**config.mk**
```make
export PLATFORM = sky130hd
export DESIGN_NAME = fifo_burst_reader
export DESIGN_NICKNAME = d
export VERILOG_FILES = /design/src/rtl/fifo_burst_reader.sv
export SDC_FILE = /design/constraint.sdc
export NUM_CORES = 1
export LEC_CHECK = 0
export BUFFER_PORTS_ARGS = -buffer_cell sky130_fd_sc_hd__buf_4
export CORE_AREA = 2 2 126 128
export CTS_BUF_LIST = sky130_fd_sc_hd__clkbuf_4 sky130_fd_sc_hd__clkbuf_8 sky130_fd_sc_hd__clkbuf_16
export DETAILED_ROUTE_END_ITERATION = 16
export DIE_AREA = 0 0 128 130
export PLACE_DENSITY_LB_ADDON = 0.1
export SYNTH_ARGS = -nofsm -noshare
export SYNTH_HDL_FRONTEND = slang
export SYNTH_SLANG_ARGS = --single-unit
```
**constraint.sdc**
```tcl
create_clock -name clk -period 3.4 [get_ports clk]
set_clock_uncertainty 0.05 [all_clocks]
set_input_delay 0.68 -clock clk [delete_from_list [all_inputs] [get_ports clk]]
set_output_delay 0.68 -clock clk [all_outputs]
set_load 0.05 [all_outputs]
```
**src/rtl/fifo_burst_reader.sv**
```systemverilog
// Read-side burst controller for a syn_fifo with a registered read port.
// Pops a requested number of words and streams them out over valid/ready,
// with m_last on the final word. A 2-entry skid buffer absorbs the one-cycle
// FIFO read latency so backpressure never drops a word.
//
// state  | meaning
// -------+-----------------------------------------------------------
// S_IDLE | waiting for start; burst_len sampled here
// S_RUN  | issuing pops and streaming words until the last is accepted
// S_DONE | one-cycle completion pulse, then back to S_IDLE

module fifo_burst_reader #(
  parameter int DATA_WIDTH = 64,
  parameter int LEN_WIDTH  = 16
) (
  input  logic                  clk,
  input  logic                  rst_n,
  input  logic                  start,
  input  logic [LEN_WIDTH-1:0]  burst_len,
  output logic                  busy,
  output logic                  done,
  input  logic                  fifo_empty,
  input  logic [DATA_WIDTH-1:0] fifo_data,
  output logic                  fifo_rd_cs,
  output logic                  fifo_rd_en,
  output logic                  m_valid,
  input  logic                  m_ready,
  output logic [DATA_WIDTH-1:0] m_data,
  output logic                  m_last
);

  typedef enum logic [1:0] {
    S_IDLE = 2'd0,
    S_RUN  = 2'd1,
    S_DONE = 2'd2
  } state_t;

  localparam logic [LEN_WIDTH-1:0] LEN_ZERO = '0;
  localparam logic [LEN_WIDTH-1:0] LEN_ONE  = {{(LEN_WIDTH-1){1'b0}}, 1'b1};

  state_t                state_q, state_d;
  logic [LEN_WIDTH-1:0]  issue_left_q, issue_left_d;
  logic [LEN_WIDTH-1:0]  out_left_q, out_left_d;
  logic [1:0]            buf_cnt_q, buf_cnt_d;
  logic                  inflight_q, inflight_d;
  logic [DATA_WIDTH-1:0] buf0_q, buf0_d;
  logic [DATA_WIDTH-1:0] buf1_q, buf1_d;

  logic                  accept;
  logic                  pop_en;
  logic                  tail_is_head;
  logic [2:0]            occupancy;

  // Next-state, counters, buffer update and pop decision.
  always_comb begin
    state_d      = state_q;
    issue_left_d = issue_left_q;
    out_left_d   = out_left_q;
    buf0_d       = buf0_q;
    buf1_d       = buf1_q;
    inflight_d   = 1'b0;

    accept = (buf_cnt_q != 2'd0) & m_ready;
    // Words already owned after this cycle: buffered plus in flight, minus the one leaving.
    occupancy = {1'b0, buf_cnt_q} + {2'b00, inflight_q} - {2'b00, accept};
    pop_en = (state_q == S_RUN) & ~fifo_empty & (issue_left_q != LEN_ZERO) &
             (occupancy < 3'd2);
    buf_cnt_d = occupancy[1:0];

    // The arriving word lands in the head slot if the buffer is empty after the pop-out.
    tail_is_head = (buf_cnt_q == 2'd0) | ((buf_cnt_q == 2'd1) & accept);

    if (accept) begin
      buf0_d     = buf1_q;
      out_left_d = out_left_q - LEN_ONE;
    end
    if (inflight_q) begin
      if (tail_is_head) begin
        buf0_d = fifo_data;
      end else begin
        buf1_d = fifo_data;
      end
    end

    if (pop_en) begin
      issue_left_d = issue_left_q - LEN_ONE;
      inflight_d   = 1'b1;
    end

    case (state_q)
      S_IDLE: begin
        if (start) begin
          if (burst_len != LEN_ZERO) begin
            issue_left_d = burst_len;
            out_left_d   = burst_len;
            state_d      = S_RUN;
          end else begin
            state_d = S_DONE;
          end
        end
      end
      S_RUN: begin
        if (accept && (out_left_q == LEN_ONE)) begin
          state_d = S_DONE;
        end
      end
      S_DONE: begin
        state_d = S_IDLE;
      end
      default: begin
        state_d = S_IDLE;
      end
    endcase
  end

  // State and datapath registers; reset discards buffered and in-flight words.
  always_ff @(posedge clk or negedge rst_n) begin
    if (!rst_n) begin
      state_q      <= S_IDLE;
      issue_left_q <= '0;
      out_left_q   <= '0;
      buf_cnt_q    <= 2'd0;
      inflight_q   <= 1'b0;
      buf0_q       <= '0;
      buf1_q       <= '0;
    end else begin
      state_q      <= state_d;
      issue_left_q <= issue_left_d;
      out_left_q   <= out_left_d;
      buf_cnt_q    <= buf_cnt_d;
      inflight_q   <= inflight_d;
      buf0_q       <= buf0_d;
      buf1_q       <= buf1_d;
    end
  end

  // Output decode.
  always_comb begin
    busy       = (state_q != S_IDLE);
    done       = (state_q == S_DONE);
    fifo_rd_en = pop_en;
    fifo_rd_cs = pop_en;
    m_valid    = (buf_cnt_q != 2'd0);
    m_data     = buf0_q;
    m_last     = m_valid & (out_left_q == LEN_ONE);
  end

endmodule

```
==> impl_metrics.yaml, run 1 <==
outcome:
  outcome: "finished with violations"
  violations: "negative setup slack"
route:
  wl_um: 16900
  wl_met1_um: 6960
  top_layer: "met4"
  wl_met3_um: 1050
  vias: 5358
  via_per_inst: 5.34
  drt_first_pass_iters: 4
  wl_met2_um: 8560
  post_drt_wl_per_cell_um: 16.8
  ant_nets: 0
  drc: 0
  drtIter0Drc: 212
timing:
  tightest_slew_ns: 1.03
  slew_headroom_pct: 31.6
  finalCritPeriodShare_pct: 101
  timing.final.ws_setup_ns: -0.0414
  setup_violations: 2
  slew_viol_final: 0
  final-hold-violation-count: 0
  max_clock_freq_mhz: 291
  rsz0062_at_grt: "true"
  min_period_ns: 3.44
synthesis:
  ys_types: 49
  synth_nets: 728
  yosys-top-cells-area: "dfrtp_1 (55%), mux2_2 (9.7%), mux2i_1 (8.6%)"
  yosysMostFrequentCell: "dfrtp_1"
  netlist_area_um2: 7460
  yosysTopAreaCell: "dfrtp_1"
  synthArstFlopShare_pct: 100
  yosys_warnings: 0
  synth_top_area_share_pct: 55.4
  synth_cells: 638
  ys_seq_elements: 165
  synth_edf_count: 0
  synth-seq-area-share_pct: 55.4
  synth_ff_type: "dfrtp_1"
  synthTopCellsByCount: "dfrtp_1 (165), nand2_1 (74), o21ai_0 (65)"
  synth_area_per_cell_um2: 11.7
worst_setup_path:
  crit_top_cell: "nand2_4"
  worst-path-buf-inv: 3
  end_kind: "output pin"
  cpPeakStageDelay_ns: 0.45
  reg2regPathDepth: 14
  crit_path_top_delay_cell: "fa_2"
  cp_num_cells: 11
  crit_type: "reg -> out"
  crit_arrival_ns: 2.71
  crit_fanout: 3
  crit_chain: "buf_6 > o21a_4 > nand2b_4 > nand2_4 > ha_4 > fa_2 > nor4b_4 > and2_4 > nand2_4 > clkinvlp_4 > buf_8"
  r2r_setup_slack_ns: 0.43
  cp_top_family: "simple AND/OR/NAND/NOR gates"
  startpoint_type: "register"
  critical_path_required_ns: 2.67
placed_design:
  dp.cells: 962
  routabilityCongestion: 0.866
  dp.final_hpwl_um: 11300
  port_buffers: 154
grt:
  track_usage_pct: 21.0
  grt_pass1_wl_um: 27400
  grt_max_degree: 129
  grt_pass1_vias: 5565
  antenna_found_initial: 0
  gr-total-overflow: 0
finish:
  fillCellCount: 1255
  drive_above_1_share_pct: 37.1
  regArea_um2: 4130
  fin_cells: 1004
  multiInputGateArea_um2: 3200
  fin_nets: 889
  area_growth_syn_to_layout_pct: 29.1
  num_antenna_cells: 0
cts:
  clkSinkCount: 165
  clkTransAtPathRegs_ns: 0.07
  htree_levels: 4
  cts_buffer_depth: 2
  root_buffer: "clkbuf_16"
  clkLatencyLatePin_ns: 0.42
  cts_tree: "built"
  cts_buffers: 17
floorplanning:
  initial_utilization_pct: 48.3
  dieWidth_um: 128
  core_um2: 15400
  die-height_um: 130
  io_pins: 155
  rows: 46
  fp.dieArea_um2: 16600
job:
  drv_cap: 0
pwr:
  vdd_ir_drop_max_mv: 0.495
  p_per_area_nw_per_um2: 1050
  power_mw: 10.1
  leakagePower_nw: 4.31
worst_hold_path:
  hold_class: "in -> async"
-- state kept, by name, summed over array words and instances (netlist names) --
| name | cells |
|---|---|
| buf1_q | 64 |
| inflight_q | 1 |
| out_left_q | 16 |
| issue_left_q | 16 |
| buf_cnt_q | 2 |
| m_data | 64 |
| state_q | 2 |
-- cells by family after synthesis --
kind of cell | share of synthesized area, %
DFF | 55.4
adders and majority gates | 0.940
buffers and inverters | 2.73
AOI/OAI and AO/OA | 7.53
and+or+nand+nor | 12.0
xor gates and xnor gates | 3.05
muxes | 18.4
-- per-stage QoR --
step           area [um2]  hold WS (ns)  utilization [%]  setup slack [ns]  setup TNS (ns)
6_report             9630         0.321             62.4           -0.0414         -0.0822
5_1_grt              9630         0.395             62.4            -0.107          -0.213
4_1_cts              9570         0.398             62.0           -0.0457         -0.0902
3_5_place_dp         8870         0.443             57.5            0.0669               0
3_3_place_gp         8870         0.436             57.5            0.0790               0
2_1_floorplan        7500         0.334                -            -0.226          -0.269
-- final cells by class --
class / instances / area share, %
timing repair buffer: 178 / 14.5
multi-input combinational: 429 / 33.3
inverter: 8 / 0.351
clock inverter: 12 / 1.73
tap: 192 / 2.50
sequential: 165 / 42.9
clock buffer: 20 / 4.78
-- power breakdown --
| group | internal (mW) | switching [mW] | total (mW) |
|---|---|---|---|
| Combinational | 1.84 | 2.73 | 4.57 |
| Sequential | 2.91 | 0.606 | 3.52 |
| Clock | 1.22 | 0.807 | 2.03 |
| Total | 5.97 | 4.14 | 10.1 |
-- what timing repair did --
item                                   CTS  global route
setup buffers                            5             5
pin swaps                                5             5
resized for setup                        9             5
setup endpoints to repair                2             2
hold buffers                             0             0
endpoints found under the hold margin    0             0
-- worst paths after layout --
check	from	end
setup / recovery	buf_cnt_q[1]$_DFF_PN0_	fifo_rd_en
hold / removal	rst_n	out_left_q[9]$_DFF_PN0_
setup reg to reg	buf_cnt_q[1]$_DFF_PN0_	issue_left_q[11]$_DFF_PN0_
hold reg to reg	buf1_q[29]$_DFFE_PN0P_	buf1_q[29]$_DFFE_PN0P_
max in group asynchronous	rst_n	m_data[60]$_DFF_PN0_
min in group clk	fifo_data[41]	m_data[41]$_DFF_PN0_
-- layout by cell type (no fill, tap or decap), drive strengths merged, types with 4 or more instances in the layout --
master,n
clkbuf,20
buf,178
ha,4
nor2,26
mux2,65
nor3b,4
mux2i,64
dfrtp,165
nand2,75
nor4,12
nor3,11
o21ai,66
inv,12
xor2,8
a31oi,4
nand3,6
a21oi,29
nand4,6
xnor2,18
nor4b,5
-- routing by layer --
metal / vias up / global-route usage, %
li1: 2563 / -
met4: 0 / 7.24
met5: - / 0
met1: 2649 / 25.9
met2: 121 / 35.1
met3: 25 / 6.72
Power figures use the tool's default switching activity.
==> run 2, diff against run 1 <==
Settings changed: CELL_PAD_IN_SITES_DETAIL_PLACEMENT set to 0, CELL_PAD_IN_SITES_GLOBAL_PLACEMENT set to 1, CORE_AREA 2 2 126 128 to 2 2 149 151, DIE_AREA 0 0 128 130 to 0 0 151 153.
==> impl_metrics.yaml, run 2 (synthesis results as in run 1) <==
timing:
  max_clock_freq_mhz: 292
  slew_headroom_pct: 50.6
  rsz0062_at_grt: "true"
  final-hold-violation-count: 0
  timing.final.ws_setup_ns: -0.0205
  min_period_ns: 3.42
  fin_tns_setup_ns: -0.0401
  tightest_slew_ns: 0.741
  finalCritPeriodShare_pct: 101
  setup_violations: 2
  slew_viol_final: 0
placed_design:
  port_buffers: 154
  dp.final_hpwl_um: 12300
  routabilityCongestion: 0.846
  place_area_um2: 8990
grt:
  grt_max_degree: 129
  gr-total-overflow: 0
  antenna_found_initial: 0
  grt_pass1_vias: 5618
  grt_pass1_wl_um: 29400
  track_usage_pct: 16.3
outcome:
  violations: "negative setup slack"
  outcome: "finished with violations"
worst_setup_path:
  r2r_setup_slack_ns: 0.41
  cp-endpoint: "fifo_rd_en"
  reg2regPathDepth: 8
  startpoint_type: "register"
  crit_arrival_ns: 2.69
  cpPeakStageDelay_ns: 0.45
  critical_path_required_ns: 2.67
  crit_path_top_delay_cell: "fa_2"
  r2r_start: "buf_cnt_q[0]$_DFF_PN0_"
  crit_fanout: 3
  crit_type: "reg -> out"
  startpoint: "buf_cnt_q[0]$_DFF_PN0_"
  crit_top_cell: "nand2_4"
  end_kind: "output pin"
  r2r-end: "out_left_q[12]$_DFF_PN0_"
  crit_chain: "buf_6 > o21a_4 > nand2b_4 > nand2_4 > ha_4 > fa_2 > nor4b_4 > and2_4 > nand2_4 > clkinvlp_4 > buf_8"
finish:
  layout_common_cells: "buf_4 (171), dfrtp_1 (165), nand2_1 (72)"
  num_antenna_cells: 0
  fin_nets: 891
  final_common_cell: "buf_4"
  drive_above_1_share_pct: 37.1
  final_cell_area_um2: 9800
  area_growth_syn_to_layout_pct: 31.4
floorplanning:
  dieWidth_um: 151
  die-height_um: 153
  initial_utilization_pct: 34.7
  rows: 54
  core_um2: 21500
  io_pins: 155
  fp.dieArea_um2: 23100
route:
  vias: 5319
  drtIter0Drc: 231
  wl_um: 18000
  ant_nets: 0
  post_drt_wl_per_cell_um: 16.4
  drt_first_pass_iters: 4
  drc: 0
  via_per_inst: 4.86
pwr:
  vdd_ir_drop_max_mv: 0.451
  p_per_area_nw_per_um2: 1050
  leakagePower_nw: 4.33
  power_mw: 10.3
cts:
  clkSinkCount: 165
  clkTransAtPathRegs_ns: 0.07
  cts_buffer_depth: 2
  htree_levels: 4
  cts_hold_buf: 0
  root_buffer: "clkbuf_16"
  cts_buffers: 17
  cts_tree: "built"
  clkLatencyLatePin_ns: 0.42
job:
  drv_cap: 0
worst_hold_path:
  hold_class: "in -> async"
run 2: changes by cell type in the layout (fill, tap and decap cells not counted), sizes merged:
cell,previous run,this run
buf,178,180
clkinv,3,2
inv,12,13
clkinvlp,2,3
clkbuf,20,17
bufinv,3,5
run 2: final cells by class:
type | count | area [um2]
clock buffer | 17 | 425
clock inverter | 15 | 240
fill | 2019 | 11700
inverter | 8 | 33.8
multi-input combinational | 429 | 3190
sequential | 165 | 4130
tap | 280 | 350
timing repair buffer | 180 | 1430
run 2: report_power, final:
part | leakage [nW] | internal (mW) | switching, mW
Sequential | 2.00 | 2.91 | 0.602
Combinational | 2.01 | 1.86 | 2.74
Clock | 0.319 | 1.33 | 0.840
Total | 4.33 | 6.10 | 4.19
run 2: worst min path at each step:
stage	cells after the start	slack (ns)	end
floorplan	0	0.33	buf1_q[0]$_DFFE_PN0P_
global placement	1	0.44	buf1_q[5]$_DFFE_PN0P_
detailed placement	1	0.44	buf1_q[32]$_DFFE_PN0P_
CTS	1	0.26	buf1_q[60]$_DFFE_PN0P_
global route	1	0.27	buf1_q[60]$_DFFE_PN0P_
finish	1	0.23	buf1_q[60]$_DFFE_PN0P_
run 2: metal layers:
| metal | GRT usage, % | share of wire [%] | routed length, um |
|---|---|---|---|
| met5 | 0 | 0 | 0 |
| met4 | 5.34 | 1.5 | 274 |
| met3 | 5.97 | 7.3 | 1310 |
| met2 | 26.6 | 50 | 8940 |
| met1 | 20.0 | 41 | 7430 |
run 2: what timing repair did:
action / 4_1_cts / 5_1_grt
gates cloned: 0 / 0
endpoints found under the setup margin: 2 / 2
pin swaps: 8 / 2
resized for setup: 9 / 3
setup buffers: 11 / 1
run 2: worst max-delay path, delay by kind of cell, from the launching register on:
family / cells / cell delay [ns]
flip-flops: 1 / 0.40
adder cells (fa/ha/maj): 2 / 0.61
AND/OR/NAND/NOR: 5 / 0.64
buffers and inverters: 3 / 0.40
AO/OA/AOI/OAI: 1 / 0.21
run 2: per-stage QoR:
step | setup WS, ns | hold slack [ns] | cells | utilization [%]
after CTS | -0.0532 | 0.262 | 1093 | 45.5
after global routing | -0.170 | 0.274 | 1094 | 45.6
after floorplan | -0.226 | 0.334 | 638 | -
after detailed placement | -0.0110 | 0.443 | 1050 | 41.9
final | -0.0205 | 0.234 | 1094 | 45.6
after global placement | 0.0705 | 0.437 | 1050 | 41.9
==> run 3, diff against run 2 <==
Settings changed: ABC_AREA set to 1, CORE_AREA 2 2 149 151 to 2 2 154 156, DIE_AREA 0 0 151 153 to 0 0 156 158.
==> impl_metrics.yaml, run 3 <==
pwr:
  vdd_ir_drop_max_mv: 0.466
  leakagePower_nw: 5.02
  p_per_area_nw_per_um2: 1010
grt:
  grt_pass1_wl_um: 34500
  gr-total-overflow: 0
  grt_max_degree: 72
  grt_pass1_vias: 6522
  track_usage_pct: 17.8
  antenna_found_initial: 0
timing:
  fin_tns_setup_ns: 0
  slew_viol_final: 0
  rsz0062_at_grt: "false"
  slew_headroom_pct: 42.5
  final-hold-violation-count: 0
  finalCritPeriodShare_pct: 94.8
  max_clock_freq_mhz: 310
  min_period_ns: 3.22
  tightest_slew_ns: 0.862
  setup_violations: 0
synthesis:
  yosysTopAreaCell: "dfrtp_1"
  synth_edf_count: 0
  synth_top_family_by_area: "simple AND/OR/NAND/NOR gates"
  synthAdderAreaFrac_pct: 0.889
  yosys_warnings: 0
  synth_nets: 1028
  synthSimpleGateAreaFrac_pct: 21.8
  synth_xor_area_share_pct: 1.00
  synth-seq-area-share_pct: 52.4
  ys_types: 32
  netlist_area_um2: 7880
  yosys-top-cells-area: "dfrtp_1 (52%), nand2_1 (11%), nor2_1 (5.7%)"
  synth_compound_area_share_pct: 10.7
  synth_ff_type: "dfrtp_1"
  synth_cells: 938
  synth.mux.area_fraction_pct: 4.57
  yosysMostFrequentCell: "nand2_1"
  synthArstFlopShare_pct: 100
  synthTopCellsByCount: "nand2_1 (228), dfrtp_1 (165), nor2_1 (119)"
  synth_top_area_share_pct: 52.4
  ys_seq_elements: 165
  synth_area_per_cell_um2: 8.40
cts:
  cts_hold_buf: 0
  cts_tree: "built"
  clkTransAtPathRegs_ns: 0.07
  htree_levels: 4
  root_buffer: "clkbuf_16"
  clkSinkCount: 165
  cts_buffers: 17
  clkLatencyLatePin_ns: 0.43
  cts_buffer_depth: 2
finish:
  regArea_um2: 4130
  area_growth_syn_to_layout_pct: 26.0
  final_common_cell: "nand2_1"
  fin_nets: 1168
  layout_common_cells: "nand2_1 (225), dfrtp_1 (163), buf_4 (161)"
  num_antenna_cells: 0
  fillCellCount: 2361
  fin_cells: 1381
  drive_above_1_share_pct: 20.8
  multiInputGateArea_um2: 3100
route:
  post_drt_wl_per_cell_um: 15.1
  wl_met3_um: 1190
  wl_met2_um: 9590
  via_per_inst: 4.68
  wl_um: 20800
  ant_nets: 0
  drtIter0Drc: 240
  top_layer: "met4"
  drc: 0
  wl_met1_um: 9860
  vias: 6463
  drt_first_pass_iters: 6
worst_setup_path:
  critical_path_required_ns: 2.67
  crit_chain: "nor2_4 > nor2_4 > nand2_1 > nand2_1 > ha_1 > fa_1 > nor2_1 > o21ai_1 > nor2_4 > nand2_8 > inv_4 > buf_6"
  crit_fanout: 4
  crit_top_cell: "nor2_4"
  end_kind: "output pin"
  worst-path-buf-inv: 2
  crit_arrival_ns: 2.49
  crit_path_top_delay_cell: "fa_1"
  startpoint_type: "register"
  cpPeakStageDelay_ns: 0.47
  cp_top_family: "adder cells"
  crit_type: "reg -> out"
floorplanning:
  fp.dieArea_um2: 24600
  core_um2: 23100
  initial_utilization_pct: 34.2
  die-height_um: 158
  dieWidth_um: 156
  rows: 56
  io_pins: 155
placed_design:
  dp.cells: 1348
  port_buffers: 154
  routabilityCongestion: 0.747
  dp.final_hpwl_um: 13700
worst_hold_path:
  hold_class: "in -> async"
job:
  drv_cap: 0
outcome:
  outcome: "finished, final reports clean"
-- run 3: cell type report --
class	instances	share of cell area [%]
clock buffer	19	4.50
clock inverter	13	1.34
timing repair buffer	168	13.3
sequential	165	41.6
tap	290	3.65
inverter	114	4.33
multi-input combinational	612	31.3
-- run 3: timing repair --
action | in CTS | in global routing
pin swaps | 0 | 2
setup endpoints to repair | 2 | 2
buffers inserted | 0 | 1
resized for setup | 1 | 5
-- run 3: worst paths after layout --
| path | slack, ns | cells after the start | end | from |
|---|---|---|---|---|
| max | 0.18 | 12 | fifo_rd_cs | buf_cnt_q[0]$_DFF_PN0_ |
| min | 0.14 | 1 | issue_left_q[11]$_DFF_PN0_ | rst_n |
| max reg2reg | 0.91 | 15 | issue_left_q[2]$_DFF_PN0_ | buf_cnt_q[0]$_DFF_PN0_ |
| min reg2reg | 0.44 | 2 | buf1_q[6]$_DFFE_PN0P_ | buf1_q[6]$_DFFE_PN0P_ |
| max in group asynchronous | 2.42 | 2 | buf_cnt_q[1]$_DFF_PN0_ | rst_n |
| min in group clk | 0.42 | 2 | buf1_q[35]$_DFFE_PN0P_ | fifo_data[35] |
-- run 3: cell families after synthesis --
group           Yosys count
flops                   165
xor+xnor                  9
simple gates            413
buf+inv                 161
compound gates          153
fa+ha+maj                 5
mux                      32
-- run 3: power by group --
part / switching [mW] / leakage, nW / internal [mW]
Combinational: 3.03 / 2.76 / 1.56
Clock: 0.900 / 0.276 / 1.00
Sequential: 0.596 / 1.98 / 2.91
Total: 4.52 / 5.02 / 5.48
-- run 3: through the flow --
| step | power [mW] | area (um2) | setup slack [ns] | util [%] | hold WS (ns) |
|---|---|---|---|---|---|
| after floorplan | 6.83 | 7920 | 0.00665 | - | 0.334 |
| after global placement | 8.12 | 9330 | 0.253 | 40.5 | 0.415 |
| after detailed placement | 8.15 | 9330 | 0.229 | 40.5 | 0.424 |
| after CTS | 10.1 | 9910 | 0.0226 | 43.0 | 0.156 |
| after global routing | 10.8 | 9930 | 0.000718 | 43.1 | 0.174 |
| final | 10.0 | 9930 | 0.177 | 43.1 | 0.136 |
-- run 3: metal layers --
metal,global-route usage [%],vias to the layer above
met5,0,-
met4,4.06,0
met3,5.26,10
met2,28.7,118
met1,23.8,3059
li1,-,3276
